File: src/rtl/sipo_pkg.sv
// Shared constants and helpers for the serial-in/parallel-out bit distributor.
// Holds the default word width, the bit-order encoding and the start-slot rule.
package sipo_pkg;

    localparam int unsigned W_DEFAULT  = 8;
    localparam int unsigned SW_DEFAULT = $clog2(W_DEFAULT);

    typedef enum logic {
        MsbFirst = 1'b0,
        LsbFirst = 1'b1
    } bit_order_e;

    // Slot that receives the first bit of every word.
    function automatic int unsigned start_idx(int unsigned w, bit lsb_first);
        return lsb_first ? 0 : w - 1;
    endfunction

endpackage

File: src/rtl/decoder_onehot.sv
// Binary-to-one-hot decoder.
// Turns the slot index into per-slot write enables.
module decoder_onehot #(
    parameter int unsigned N  = 8,
    parameter int unsigned SW = $clog2(N)
) (
    input  logic [SW-1:0] sel,
    output logic [N-1:0]  onehot
);

    always_comb begin
        onehot      = '0;
        onehot[sel] = 1'b1;
    end

endmodule

File: src/rtl/eight_way_demux_sipo.sv
// Serial-in/parallel-out bit distributor with a one-entry valid/ready output register.
// Each accepted bit lands in slot idx; every W-th bit commits the assembled word.
module eight_way_demux_sipo
    import sipo_pkg::*;
#(
    parameter int unsigned W         = W_DEFAULT,
    parameter bit          LSB_FIRST = 1'b1,
    localparam int unsigned SW       = $clog2(W)
) (
    input  logic          clk,
    input  logic          rst_n,
    input  logic          clr,
    input  logic          sin_valid,
    input  logic          sin_data,
    output logic          sin_ready,
    output logic          pout_valid,
    output logic [W-1:0]  pout_data,
    input  logic          pout_ready,
    output logic [SW-1:0] fill_cnt
);

    localparam bit_order_e  Order    = bit_order_e'(LSB_FIRST);
    localparam logic [SW-1:0] IdxStart = SW'(start_idx(W, LSB_FIRST));
    localparam logic [SW-1:0] FillLast = SW'(W - 1);

    logic [SW-1:0] idx_q;
    logic [SW-1:0] fill_q;
    logic [W-1:0]  acc_q;
    logic [W-1:0]  acc_d;
    logic [W-1:0]  wen;
    logic          valid_q;
    logic [W-1:0]  data_q;
    logic          last;
    logic          accept;
    logic          commit;

    decoder_onehot #(
        .N  (W),
        .SW (SW)
    ) u_dec (
        .sel    (idx_q),
        .onehot (wen)
    );

    // The last bit may only enter when the output register is free or emptying this cycle;
    // this makes sin_ready combinationally dependent on pout_ready.
    assign last      = (fill_q == FillLast);
    assign sin_ready = !clr && (!last || !valid_q || pout_ready);
    assign accept    = sin_valid && sin_ready;
    assign commit    = accept && last;
    assign acc_d     = (acc_q & ~wen) | (wen & {W{sin_data}});

    always_ff @(posedge clk or negedge rst_n) begin
        if (!rst_n) begin
            idx_q   <= IdxStart;
            fill_q  <= '0;
            acc_q   <= '0;
            valid_q <= 1'b0;
            data_q  <= '0;
        end else begin
            if (clr) begin
                idx_q  <= IdxStart;
                fill_q <= '0;
            end else if (accept) begin
                acc_q  <= acc_d;
                idx_q  <= (Order == LsbFirst) ? idx_q + SW'(1) : idx_q - SW'(1);
                fill_q <= fill_q + SW'(1);
            end
            if (commit) begin
                data_q  <= acc_d;
                valid_q <= 1'b1;
            end else if (valid_q && pout_ready) begin
                valid_q <= 1'b0;
            end
        end
    end

    assign pout_valid = valid_q;
    assign pout_data  = data_q;
    assign fill_cnt   = fill_q;

endmodule

File: config.mk
export PLATFORM = sky130hd
export DESIGN_NAME = eight_way_demux_sipo
export DESIGN_NICKNAME = d
export VERILOG_FILES = /design/src/rtl/sipo_pkg.sv /design/src/rtl/decoder_onehot.sv /design/src/rtl/eight_way_demux_sipo.sv
export SDC_FILE = /design/constraint.sdc
export NUM_CORES = 1
export LEC_CHECK = 0
export ABC_CLOCK_PERIOD_IN_PS = 1600
export BUFFER_PORTS_ARGS = -buffer_cell sky130_fd_sc_hd__buf_4
export CAP_MARGIN = 20
export CORE_MARGIN = 5
export CORE_UTILIZATION = 50
export CTS_CLUSTER_SIZE = 24
export DETAILED_ROUTE_END_ITERATION = 12
export PLACE_DENSITY = 0.74
export SLEW_MARGIN = 10
export SYNTH_ARGS = -nofsm -noshare
export SYNTH_HDL_FRONTEND = slang
export SYNTH_HIERARCHICAL = 1
export SYNTH_SLANG_ARGS = --single-unit
File: constraint.sdc
create_clock -name clk -period 1.6 [get_ports clk]
set_clock_uncertainty 0.15 [all_clocks]
set_input_delay 0.08 -clock clk [delete_from_list [all_inputs] [get_ports clk]]
set_output_delay 0.08 -clock clk [all_outputs]
set_load 0.005 [all_outputs]
**Yosys cells after proc, flatten, opt, wreduce, memory -nomap -nowiden**

Cells that the tools add are included.

- Logic and storage cells: 36
- Bits in registers: 23

- Reductions and logical operators: 13
- Order comparisons: 2
- Eq/ne operators: 1
- Bitwise logic cells: 5
- Add/sub/neg operators: 2
- Muxes and demuxes: 8

Operators by type and width:

| operator | number |
|---|---|
| $and 8x8->8 | 2 |
| $mux 3 | 4 |
| $not 8->8 | 1 |
| $or 8x8->8 | 1 |
| $add 3x1->3 const B | 2 |
| $logic_and 1x1->1 | 5 |
| $lt 3x4->1 const B | 1 |
| $reduce_bool 2->1 | 2 |
| $demux 1 s3 | 1 |
| $eq 3x3->1 const B | 1 |
| $ge 3x1->1 const B | 1 |
| $logic_not 1->1 | 3 |
| $mux 1 | 3 |
| $logic_or 1x1->1 | 2 |
| $reduce_and 2->1 | 1 |
| $not 1->1 | 1 |

**Longest topological paths before layout**

- Depth after elaboration: 8
- Depth in mapped cells: 6

**Hierarchy**

Netlist, hierarchy kept.

By module, submodules not included:

| module | area an instance (um2) | cells an instance | seq. area each (um2) | times used |
|---|---|---|---|---|
| eight_way_demux_sipo | 1176.1 | 93 | 575.6 | 1 |
| decoder_onehot | 65.1 | 8 | 0.0 | 1 |

**Worst setup path after synthesis**

Ideal clock, no wire load.

- Path kind: register -> register
- From: reg fill_q[0], in the netlist fill_cnt[0]
- To: reg acc_q[5]
- Data required time: 1.325 ns
- Slack: -0.135 ns
- Buffers on the path: 1
- Stages on the path, launching flop included: 7
- Arrival time: 1.460 ns
- Clock period less this slack: 1.735 ns
- Path through: dfrtp_1 > ha_1 > ha_1 > nand3b_4 > buf_2 > nand3_1 > mux2_2

- Cells in the longest elaborated chain, start to end: 7

RTL lines:

| item | RTL line | RTL |
|---|---|---|
| from (decl) | eight_way_demux_sipo.sv:27 | `logic [SW-1:0] fill_q;` |
| from (signal assigned) | eight_way_demux_sipo.sv:67 | `fill_q <= fill_q + SW'(1);` |
| $eq 3x3->1 | eight_way_demux_sipo.sv:47 | `assign last = (fill_q == FillLast);` |
| $logic_not 1->1 | eight_way_demux_sipo.sv:48 | `assign sin_ready = !clr && (!last \|\| !valid_q \|\| pout_ready);` |
| $logic_or 1x1->1 (2 in a row) | eight_way_demux_sipo.sv:48 |  |
| $logic_and 1x1->1 | eight_way_demux_sipo.sv:48 |  |
| $logic_and 1x1->1 | eight_way_demux_sipo.sv:49 | `assign accept = sin_valid && sin_ready;` |
| $reduce_and 2->1 (no source line) | -- |  |
| to (signal assigned) | eight_way_demux_sipo.sv:57 | `acc_q <= '0;` |
| to (signal assigned) | eight_way_demux_sipo.sv:65 | `acc_q <= acc_d;` |
| to (decl) | eight_way_demux_sipo.sv:28 | `logic [W-1:0] acc_q;` |

No other way between the ends.
A chain may end at the register's enable or synchronous reset.

**Final worst setup path**

- From: reg fill_q[0], in the netlist fill_cnt[0]
- To: out sin_ready

- Cells in the longest elaborated chain, start to end: 5

RTL lines:

| item | RTL line | RTL |
|---|---|---|
| $eq 3x3->1 | eight_way_demux_sipo.sv:47 |  |
| $logic_not 1->1 | eight_way_demux_sipo.sv:48 |  |
| $logic_or 1x1->1 (2 in a row) | eight_way_demux_sipo.sv:48 |  |
| $logic_and 1x1->1 | eight_way_demux_sipo.sv:48 |  |
| to (decl) | eight_way_demux_sipo.sv:15 | `output logic sin_ready,` |

No other way between the ends.

==> results.toml <==
[setup_path]
critPathMostFrequentCell = "buf_6"
critical_path.max_stage_delay_ps = 430
crit_chain = "ha_2 > ha_4 > nand3b_4 > buf_6 > nor2b_4 > buf_6"
criticalPathCategory = "flop to output port"
critical_path.max_fanout = 2
worst_path_max_delay_cell = "dfrtp_1"
critPathTopFamily = "flip-flops"
cp-end-kind = "output port"
timing.critical_path.depth = 6
nature_of_the_critical_path_startpoint = "flop"
timing.critical_path.required_ps = 1370
worstRegToRegCells = 6
worstPathBufferInverterCount = 2
worst_ep_arrival_time_ps = 1530

[logic_synthesis]
syn-cell-area_mm2 = 0.001241
yosys_warnings = 6
yosysSeqAreaShare = 0.4637
synth.top_cells.by_area = "dfrtp_1, mux2_2, mux2_4"
synth_top_cell_by_area = "dfrtp_1"
synth_top_area_frac = 0.4637
synth.lib_cells_used.distinct = 25
avgSynthCellArea_um2 = 12.29
ys_ff_latch = 23
synth_fp_nets = 110
syn_inst = 101

[sta]
timing.final.crit_share = 1.100
final-hold-violation-count = 0
summed_negative_setup_slack_over_all_endpoints_ps = -2152
rsz0062_at_grt = "yes"
finalWorstPathRequiredPeriod_ps = 1760
setup_viol = 21
timing_worst_slew_pin_value_ps = 292.8
max_slew_margin = 0.8048
fmax_mhz = 568.1
post-route-worst-setup-slack_ps = -160.2
finalMaxSlewViolations = 0

[cts]
tritoncts_clock_tree = "done"
numCtsBuffers = 3
cts_sinks = 23
cts.reportedPaths.clkPinSlew_ps = 140
cts.path.max_buffers = 2
worstSkewPairLatency_ps = 320
cts_root_buffer = "clkbuf_4"
ctsHtreeMaxLevel = 1

[pwr]
power.density_cell_area_mw_per_mm2 = 698.4
irDropWorstVdd_mv = 0.7872
leakage_nw = 0.8271
design_power_total_mw = 1.147

[route]
routed_wire_length_per_instance_um = 15.84
wirelength_um = 2613
routed_via_density = 5.382
detailroute.via_count = 888
post-route-drc-count = 0
drt_antenna_net_count = 0
drt_first_iter_violations = 14
dr.pass1.iters = 4

[final_layout]
sequential_cell_area_um2 = 575.6
drive_gt1_frac = 0.5704
most_frequent_cells_in_the_layout = "buf_4, dfrtp_1, mux2_2, mux2_4, nand3_1"
nNetsFinal = 145
area_delta_synth_final_pct = 32.36
multiInputGateArea_um2 = 709.4
layout.cells.most_common = "buf_4"
layoutNonFillerInstCount = 165
num_antenna_cells = 0
fillers = 185

[floorplan]
floorplan.initialDensity = 0.5103
pin_count = 19
placeableCoreArea_mm2 = 0.002432
floorplan_die_width_um = 59.83
std_cell_rows = 18
dieArea_mm2 = 0.003579
chipHeight_um = 59.83

[global_route]
total_track_usage = 0.1637
via_count_of_the_first_global_routing_pass = 977
first_pass_grt_wire_length_um = 4374
grt_max_degree = 24
antenna_violations_before_repair = 0
global_route.overflow_total = 0

[outcome]
violations = "setup timing"
outcome = "finished with violations"

[flow_run]
maxCapViolations = 0

[placed_design]
dp_cells = 152
hpwlAfterDp_um = 1697
numPortBuffers = 18
dp_worst_setup_slack_ps = -93.49
place_congestion = 0.7995

[worst_hold_path]
hold_path.class = "primary input to async pin"
==> metal layers <==
layer	global-route usage	routed length [um]
met3	0.04536	87
met2	0.2978	1335
met4	0.02848	28
met5	0	0
met1	0.1919	1161
==> per-stage QoR <==
step                        util  hold slack [ps]  cell area [um2]
after floorplan                -           -365.6             1280
after global placement    0.6049           -157.3             1471
after detailed placement  0.6049           -160.8             1471
after CTS                 0.6554            19.46             1594
after global routing      0.6754            23.52             1643
final                     0.6754            8.427             1643
==> kinds of logic (layout without fill, tap and decap cells) <==
kind of cell | after synthesis | in the layout | share of synthesized area
AOI/OAI and AO/OA | 7 | 7 | 0.03427
adders and majority gates | 3 | 3 | 0.03025
buffers and inverters | 6 | 40 | 0.03124
DFF | 23 | 23 | 0.4637
muxes | 24 | 24 | 0.2419
and+or+nand+nor | 38 | 38 | 0.1986
==> power breakdown <==
part | total (mW) | internal [mW] | switching (mW)
Combinational | 0.214 | 0.129 | 0.0850
Clock | 0.273 | 0.0936 | 0.179
Sequential | 0.660 | 0.627 | 0.0331
Total | 1.15 | 0.850 | 0.297
==> repair_timing <==
item                       CTS  global route
setup buffers                3             1
pin swaps                    1             3
hold endpoints to repair    38             0
setup endpoints to repair   22            23
hold buffers                 6             0
resized for setup            7            12
==> cell type report <==
type	count	area share
Clock buffer	3	0.01371
Sequential cell	23	0.3503
Inverter	1	0.002285
Multi-Input combinational cell	72	0.4318
Tap cell	30	0.02285
Clock inverter	1	0.003046
Timing Repair Buffer	35	0.1759
==> flip-flops by register name (all words and copies together) (netlist names) <==
register	count
acc_q	8
fill_cnt	3
idx_q	3
pout_data	8
pout_valid	1
==> worst paths after layout <==
path                        startpoint           end  slack, ps
hold / removal                   rst_n   fill_cnt[0]          8
setup / recovery           fill_cnt[0]     sin_ready       -160
max in group asynchronous        rst_n  pout_data[2]       1040
min in group clk                   clr      acc_q[6]        170
hold reg to reg               acc_q[4]      acc_q[4]        360
setup reg to reg           fill_cnt[0]      acc_q[4]       -140
==> Yosys cell counts <==
cell       n
and3b_2    3
nand2b_1   6
nand3_1   13
a311oi_1   1
nor2_1     3
buf_6      2
mux2_1     2
and3_4     1
nor2b_1    1
inv_1      1
dfrtp_1   23
clkbuf_1   2
mux2_2    14
and2_1     2
buf_2      1
mux2_4     8
and3_2     1
nand3b_4   1
nand2_1    2
nor3_1     1
and2b_4    1
nor3b_1    3
ha_1       3
a31o_1     1
o21ai_0    5
No activity file was read; power rests on OpenSTA's default activity.
